File: src/rtl/axi_lite_intr_pkg.sv
// Shared definitions for the AXI4-Lite interrupt-controller register bank:
// register byte offsets and their word indices, AXI response codes, and the
// write/read handshake state enums. No ports.
package axi_lite_intr_pkg;

  localparam logic [4:0] ADDR_GIE = 5'h00;
  localparam logic [4:0] ADDR_IER = 5'h04;
  localparam logic [4:0] ADDR_ISR = 5'h08;
  localparam logic [4:0] ADDR_IAR = 5'h0C;
  localparam logic [4:0] ADDR_IPR = 5'h10;

  // The bank is decoded on word address bits [4:2].
  localparam logic [2:0] IDX_GIE = ADDR_GIE[4:2];
  localparam logic [2:0] IDX_IER = ADDR_IER[4:2];
  localparam logic [2:0] IDX_ISR = ADDR_ISR[4:2];
  localparam logic [2:0] IDX_IAR = ADDR_IAR[4:2];
  localparam logic [2:0] IDX_IPR = ADDR_IPR[4:2];

  localparam logic [1:0] RESP_OKAY   = 2'b00;
  localparam logic [1:0] RESP_EXOKAY = 2'b01;

  typedef enum logic [1:0] {W_IDLE, W_ACK, W_RESP} wrState_t;
  typedef enum logic [1:0] {R_IDLE, R_ACK, R_DATA} rdState_t;

  // Expand a 4-bit byte strobe into a 32-bit bit mask.
  function automatic logic [31:0] strbMask(input logic [3:0] strb);
    return {{8{strb[3]}}, {8{strb[2]}}, {8{strb[1]}}, {8{strb[0]}}};
  endfunction

endpackage

File: src/rtl/axi_lite_intr_slave_status_bit.sv
// intr_status_bit: one interrupt status (ISR) bit.
//   clk, rst : clock, asynchronous active-high reset
//   intrIn   : interrupt source, synchronous to clk
//   ackClr   : acknowledge (IAR write-1) for this bit, valid on the commit edge
//   status   : registered ISR bit
// EDGE_MODE=1 sets on a rising edge of intrIn, EDGE_MODE=0 on every high cycle.
module intr_status_bit #(
  parameter bit EDGE_MODE = 1'b1
) (
  input  logic clk,
  input  logic rst,
  input  logic intrIn,
  input  logic ackClr,
  output logic status
);

  logic intrD;
  logic setReq;

  assign setReq = EDGE_MODE ? (intrIn & ~intrD) : intrIn;

  // A set arriving on the same edge as an acknowledge wins.
  always_ff @(posedge clk or posedge rst) begin
    if (rst) begin
      intrD  <= 1'b0;
      status <= 1'b0;
    end else begin
      intrD  <= intrIn;
      status <= setReq | (status & ~ackClr);
    end
  end

endmodule

File: src/rtl/axi_lite_intr_slave.sv
// axi_lite_intr_slave: AXI4-Lite interrupt controller register bank.
//   ACLK, ARESET            : clock, asynchronous active-high reset
//   S_AXI_AW*/W*/B*         : write address, data and response channels
//   S_AXI_AR*/R*            : read address and data channels
//   intr_in[C_NUM_OF_INTR]  : interrupt sources, synchronous to ACLK
//   irq                     : registered interrupt request
// Registers: GIE 0x00, IER 0x04, ISR 0x08 (RO), IAR 0x0C (W1C), IPR 0x10 (RO).
module axi_lite_intr_slave
  import axi_lite_intr_pkg::*;
#(
  parameter int          C_S_AXI_DATA_WIDTH = 32,
  parameter int          C_S_AXI_ADDR_WIDTH = 5,
  parameter int          C_NUM_OF_INTR      = 1,
  parameter logic [31:0] C_INTR_SENSITIVITY = 32'hFFFFFFFF,
  parameter int          C_IRQ_ACTIVE_STATE = 1
) (
  input  logic                            ACLK,
  input  logic                            ARESET,
  input  logic [C_S_AXI_ADDR_WIDTH-1:0]   S_AXI_AWADDR,
  input  logic [2:0]                      S_AXI_AWPROT,
  input  logic                            S_AXI_AWVALID,
  output logic                            S_AXI_AWREADY,
  input  logic [C_S_AXI_DATA_WIDTH-1:0]   S_AXI_WDATA,
  input  logic [C_S_AXI_DATA_WIDTH/8-1:0] S_AXI_WSTRB,
  input  logic                            S_AXI_WVALID,
  output logic                            S_AXI_WREADY,
  output logic [1:0]                      S_AXI_BRESP,
  output logic                            S_AXI_BVALID,
  input  logic                            S_AXI_BREADY,
  input  logic [C_S_AXI_ADDR_WIDTH-1:0]   S_AXI_ARADDR,
  input  logic [2:0]                      S_AXI_ARPROT,
  input  logic                            S_AXI_ARVALID,
  output logic                            S_AXI_ARREADY,
  output logic [C_S_AXI_DATA_WIDTH-1:0]   S_AXI_RDATA,
  output logic [1:0]                      S_AXI_RRESP,
  output logic                            S_AXI_RVALID,
  input  logic                            S_AXI_RREADY,
  input  logic [C_NUM_OF_INTR-1:0]        intr_in,
  output logic                            irq
);

  localparam logic [31:0] INTR_MASK = (C_NUM_OF_INTR >= 32) ? 32'hFFFFFFFF
                                      : ((32'd1 << C_NUM_OF_INTR) - 32'd1);
  localparam logic IRQ_ACTIVE = (C_IRQ_ACTIVE_STATE != 0);

  wrState_t    wState;
  rdState_t    rState;
  logic [2:0]  wIdx;
  logic [31:0] wData;
  logic [3:0]  wStrb;
  logic [2:0]  rIdx;
  logic        gie;
  logic [31:0] ier;
  logic [31:0] isr;
  logic [31:0] wMask;
  logic [31:0] iarClr;

  function automatic logic [31:0] readReg(input logic [2:0] idx, input logic gieV,
                                          input logic [31:0] ierV, input logic [31:0] isrV);
    case (idx)
      IDX_GIE: return {31'd0, gieV};
      IDX_IER: return ierV;
      IDX_ISR: return isrV;
      IDX_IPR: return isrV & ierV;
      default: return 32'd0;
    endcase
  endfunction

  assign S_AXI_BRESP = RESP_OKAY;
  assign S_AXI_RRESP = RESP_OKAY;

  assign wMask  = strbMask(wStrb);
  // Acknowledge pulse is only valid on the W_ACK commit edge.
  assign iarClr = (wState == W_ACK && wIdx == IDX_IAR) ? (wData & wMask & INTR_MASK) : 32'd0;

  // Address/data capture: data path, no reset needed.
  always_ff @(posedge ACLK) begin
    if (wState == W_IDLE && S_AXI_AWVALID && S_AXI_WVALID) begin
      wIdx  <= S_AXI_AWADDR[4:2];
      wData <= S_AXI_WDATA;
      wStrb <= S_AXI_WSTRB;
    end
    if (rState == R_IDLE && S_AXI_ARVALID) begin
      rIdx <= S_AXI_ARADDR[4:2];
    end
  end

  // Write channel FSM and writable registers (GIE, IER)
  always_ff @(posedge ACLK or posedge ARESET) begin
    if (ARESET) begin
      wState        <= W_IDLE;
      S_AXI_AWREADY <= 1'b0;
      S_AXI_WREADY  <= 1'b0;
      S_AXI_BVALID  <= 1'b0;
      gie           <= 1'b0;
      ier           <= 32'd0;
    end else begin
      case (wState)
        W_IDLE: begin
          if (S_AXI_AWVALID && S_AXI_WVALID) begin
            S_AXI_AWREADY <= 1'b1;
            S_AXI_WREADY  <= 1'b1;
            wState        <= W_ACK;
          end
        end
        W_ACK: begin
          S_AXI_AWREADY <= 1'b0;
          S_AXI_WREADY  <= 1'b0;
          S_AXI_BVALID  <= 1'b1;
          wState        <= W_RESP;
          if (wIdx == IDX_GIE && wStrb[0]) gie <= wData[0];
          if (wIdx == IDX_IER) ier <= ((ier & ~wMask) | (wData & wMask)) & INTR_MASK;
        end
        W_RESP: begin
          if (S_AXI_BREADY) begin
            S_AXI_BVALID <= 1'b0;
            wState       <= W_IDLE;
          end
        end
        default: wState <= W_IDLE;
      endcase
    end
  end

  // Read channel FSM; RDATA is captured on the ARREADY edge and held
  always_ff @(posedge ACLK or posedge ARESET) begin
    if (ARESET) begin
      rState        <= R_IDLE;
      S_AXI_ARREADY <= 1'b0;
      S_AXI_RVALID  <= 1'b0;
      S_AXI_RDATA   <= '0;
    end else begin
      case (rState)
        R_IDLE: begin
          if (S_AXI_ARVALID) begin
            S_AXI_ARREADY <= 1'b1;
            rState        <= R_ACK;
          end
        end
        R_ACK: begin
          S_AXI_ARREADY <= 1'b0;
          S_AXI_RVALID  <= 1'b1;
          S_AXI_RDATA   <= readReg(rIdx, gie, ier, isr);
          rState        <= R_DATA;
        end
        R_DATA: begin
          if (S_AXI_RREADY) begin
            S_AXI_RVALID <= 1'b0;
            rState       <= R_IDLE;
          end
        end
        default: rState <= R_IDLE;
      endcase
    end
  end

  // Status bits: one detector per implemented source, zero above
  for (genvar i = 0; i < 32; i++) begin : gIsr
    if (i < C_NUM_OF_INTR) begin : gSrc
      intr_status_bit #(.EDGE_MODE(C_INTR_SENSITIVITY[i])) uBit (
        .clk    (ACLK),
        .rst    (ARESET),
        .intrIn (intr_in[i]),
        .ackClr (iarClr[i]),
        .status (isr[i])
      );
    end else begin : gNone
      assign isr[i] = 1'b0;
    end
  end

  // irq output register
  always_ff @(posedge ACLK or posedge ARESET) begin
    if (ARESET) irq <= ~IRQ_ACTIVE;
    else        irq <= (gie & (|(isr & ier))) ? IRQ_ACTIVE : ~IRQ_ACTIVE;
  end

  logic unusedInputs;
  assign unusedInputs = ^{S_AXI_AWPROT, S_AXI_ARPROT, S_AXI_AWADDR, S_AXI_ARADDR, iarClr};

endmodule

File: config.mk
export PLATFORM = sky130hd
export DESIGN_NAME = axi_lite_intr_slave
export DESIGN_NICKNAME = d
export VERILOG_FILES = /design/src/rtl/axi_lite_intr_pkg.sv /design/src/rtl/axi_lite_intr_slave_status_bit.sv /design/src/rtl/axi_lite_intr_slave.sv
export SDC_FILE = /design/constraint.sdc
export NUM_CORES = 1
export LEC_CHECK = 0
export ABC_AREA = 1
export BUFFER_PORTS_ARGS = -buffer_cell sky130_fd_sc_hd__buf_2
export CORE_ASPECT_RATIO = 0.7
export CORE_MARGIN = 5
export CORE_UTILIZATION = 37
export CTS_CLUSTER_DIAMETER = 120
export DETAILED_ROUTE_END_ITERATION = 16
export PLACE_DENSITY_LB_ADDON = 0.05
export SYNTH_ARGS = -nofsm -noshare
export SYNTH_HDL_FRONTEND = slang
export SYNTH_SLANG_ARGS = --single-unit
File: constraint.sdc
create_clock -name ACLK -period 1.2 [get_ports ACLK]
set_input_delay 0.06 -clock ACLK [delete_from_list [all_inputs] [get_ports ACLK]]
set_output_delay 0.06 -clock ACLK [all_outputs]
set_load 0.01 [all_outputs]
==> reports/results.ini <==
[setup_path]
reg2reg_depth = 3
cp.required_ns = 1.16
cpPeakStageDelay_ns = 0.39
cp.arrival_ns = 1.02
worst-path-stages = 3
endpoint_kind = register
path_class = register to register
path_buf_inv = 1
cp_max_fo = 5
crit_family = flip-flops
start_kind = register
crit_slowest_cell = dfrtp_1
crit_chain = nor2_1 > nand3_1 > inv_1

[detailed_routing]
routed_wl_um = 1890
first_pass_iters = 4
vias_per_cell = 3.77
wl_per_cell_um = 9.37
drtIter0Drc = 43
drtAntennaViolNets = 0
drc = 0
vias = 762

[finish]
seq_area_um2 = 591
final_nets = 225
design_area_um2 = 1340
final-instance-count-excl-fill = 202
fillers = 311
area_growth_pct = 16.1
diodes = 0
multi_input_area_um2 = 349
drive_gt1_frac = 0.189

[logic_synthesis]
yosysTopAreaCellShare = 0.304
ys_warn_count = 0
yosys-top-cells-area = dfrtp_1 (30%), buf_4 (23%), edfxtp_1 (21%)
ys_seq_area_frac = 0.512
ys_seq_elements = 22
synth_cells = 127
ys_types = 17
syn-cell-area_um2 = 1150
synth_top_area_cell = dfrtp_1
synth_area_per_cell_um2 = 9.08

[placed_design]
place_inst = 187
port_buffers = 22
routabilityCongestion = 0.743
post_dp_cell_area_um2 = 1180
dp_hpwl_um = 1500

[min_path]
hold_class = primary input to register
hold_path_depth = 2

[run_status]
outcome = finished clean

[timing]
maxSlewHeadroom = 0.647
hold_viol = 0
final_min_period_over_clock_period = 0.889
worst_pin_slew_ns = 0.529
clock.fmax_mhz = 937
report.final.slew_viol_count = 0
finalSetupViolCount = 0
min_period_ns = 1.07
grt_setup_unrepaired = no
setup_tns_ns = 0
fin_skew_ns = 0.00190

[floorplanning]
initial_core_util = 0.377
row_count = 17
die-area_um2 = 4350
dieHeight_um = 56.7
io_pins = 102
die_w_um = 76.7
core_um2 = 3060

[clock_tree]
cts_buffers = 3
clk_path_buf_depth = 2
clk_root_buffer_cell = clkbuf_8
cts.sinks = 22
clk_pin_slew_worst_paths_ns = 0.07
clk_latency_ns = 0.26
htree_levels = 1
cts_tree = built

[job]
max-cap-violations = 0

[power]
pwr_density_cell_nw_per_um2 = 1490
leakage_nw = 0.725
max-vdd-ir-drop_uv = 571

[global_routing]
antenna_found_initial = 0
grt_first_pass_wirelength_um = 3120
grt-ovfl-total = 0
globalRouteTotalUtil = 0.0914
grt_pass1_vias = 715
grt_max_degree = 15

-- registers in the layout (all words and copies together), names as in the netlist, named ones only --
signal and flops:
S_AXI_RVALID 1, irq 1, wState 2, gIsr.gSrc.uBit.intrD 1
gIsr.gSrc.uBit.status 1, S_AXI_ARREADY 1, gie 1, wData 1
S_AXI_BVALID 1, S_AXI_WREADY 1, S_AXI_RDATA 1, rState 2
rIdx 3, wIdx 3, wStrb 1
-- per-layer routing --
metal / part of all wire / wire length (um) / vias up / track usage
li1: - / - / 387 / -
met1: 0.41 / 785 / 334 / 0.107
met2: 0.44 / 840 / 39 / 0.146
met3: 0.12 / 231 / 2 / 0.0337
met4: 0.019 / 36 / 0 / 0.0474
met5: 0 / 0 / - / 0
-- report_power, final --
part           internal (mW)  switching [mW]  total (mW)
clock                  0.228           0.220       0.448
sequential             0.943          0.0957        1.04
combinational          0.198           0.305       0.504
total                   1.37           0.621        1.99
-- area by class of cell --
type / count / area share
flip-flops and latches: 22 / 0.441
inverters: 19 / 0.0533
clock inverters: 1 / 0.00280
repair buffers: 35 / 0.176
multi-input cells: 84 / 0.261
well taps: 38 / 0.0355
clock buffers: 3 / 0.0308
-- worst paths after layout --
kind                                              start                       end  slack, ns
worst max-delay path                          wState[1]                  wStrb[0]       0.13
worst min-delay path                       S_AXI_RREADY                 rState[1]      0.004
worst max register to register                wState[1]                  wStrb[0]       0.13
worst min register to register  gIsr[0].gSrc.uBit.intrD  gIsr[0].gSrc.uBit.status       0.49
max in group asynchronous                        ARESET                 rState[0]       0.47
min in group asynchronous                        ARESET              S_AXI_RVALID       0.38
-- synth_stat cells --
master	count
dfrtp_1	14
nor2_2	1
inv_1	18
edfxtp_1	8
a21oi_1	1
nand3_1	5
nand2_1	22
nand4_1	1
o21ai_1	1
nor2_4	1
inv_2	1
nor2_1	10
buf_4	36
o21ai_0	5
o21bai_1	1
nand2_2	1
conb_1	1
-- placed cells by master (no fill, tap or decap), drive strengths merged --
master,synthesis,routed
a21oi,1,1
buf,36,24
clkbuf,0,3
clkinv,0,1
conb,1,35
dfrtp,14,14
dlygate4sd3,0,11
edfxtp,8,8
inv,19,19
nand2,23,23
nand3,5,5
nand4,1,1
nor2,12,12
o21ai,6,6
o21bai,1,1
-- worst register-to-register path, stage by stage (launching register included) --
cell and delay [ns]:
dfrtp_1 0.39, nor2_1 0.10, nand3_1 0.10, inv_1 0.18
-- timing repair --
item,4_1_cts,5_1_grt
setup endpoints to repair,0,1
buffers inserted,0,0
hold buffers,11,0
hold endpoints to repair,24,0
gates resized for setup,0,1
-- logic make-up (layout without fill, tap and decap cells) --
kind of cell / Yosys count / count (layout) / share of synthesized area
and+or+nand+nor: 41 / 41 / 0.152
other: 1 / 35 / 0.00325
AOI/OAI and AO/OA: 8 / 8 / 0.0369
buffers and inverters: 55 / 58 / 0.296
DFF: 22 / 22 / 0.512
-- through the flow --
stage | power (mW) | setup WS [ns] | utilization | hold WS [ns]
2_1_floorplan | 1.45 | 0.132 | - | -0.0508
3_3_place_gp | 1.52 | 0.129 | 0.386 | 0.135
3_5_place_dp | 1.54 | 0.131 | 0.386 | 0.135
4_1_cts | 2.03 | 0.115 | 0.437 | 0.00194
5_1_grt | 2.15 | 0.0324 | 0.437 | 0.00187
6_report | 1.99 | 0.133 | 0.437 | 0.00400
No activity file was read; power rests on OpenSTA's default activity.
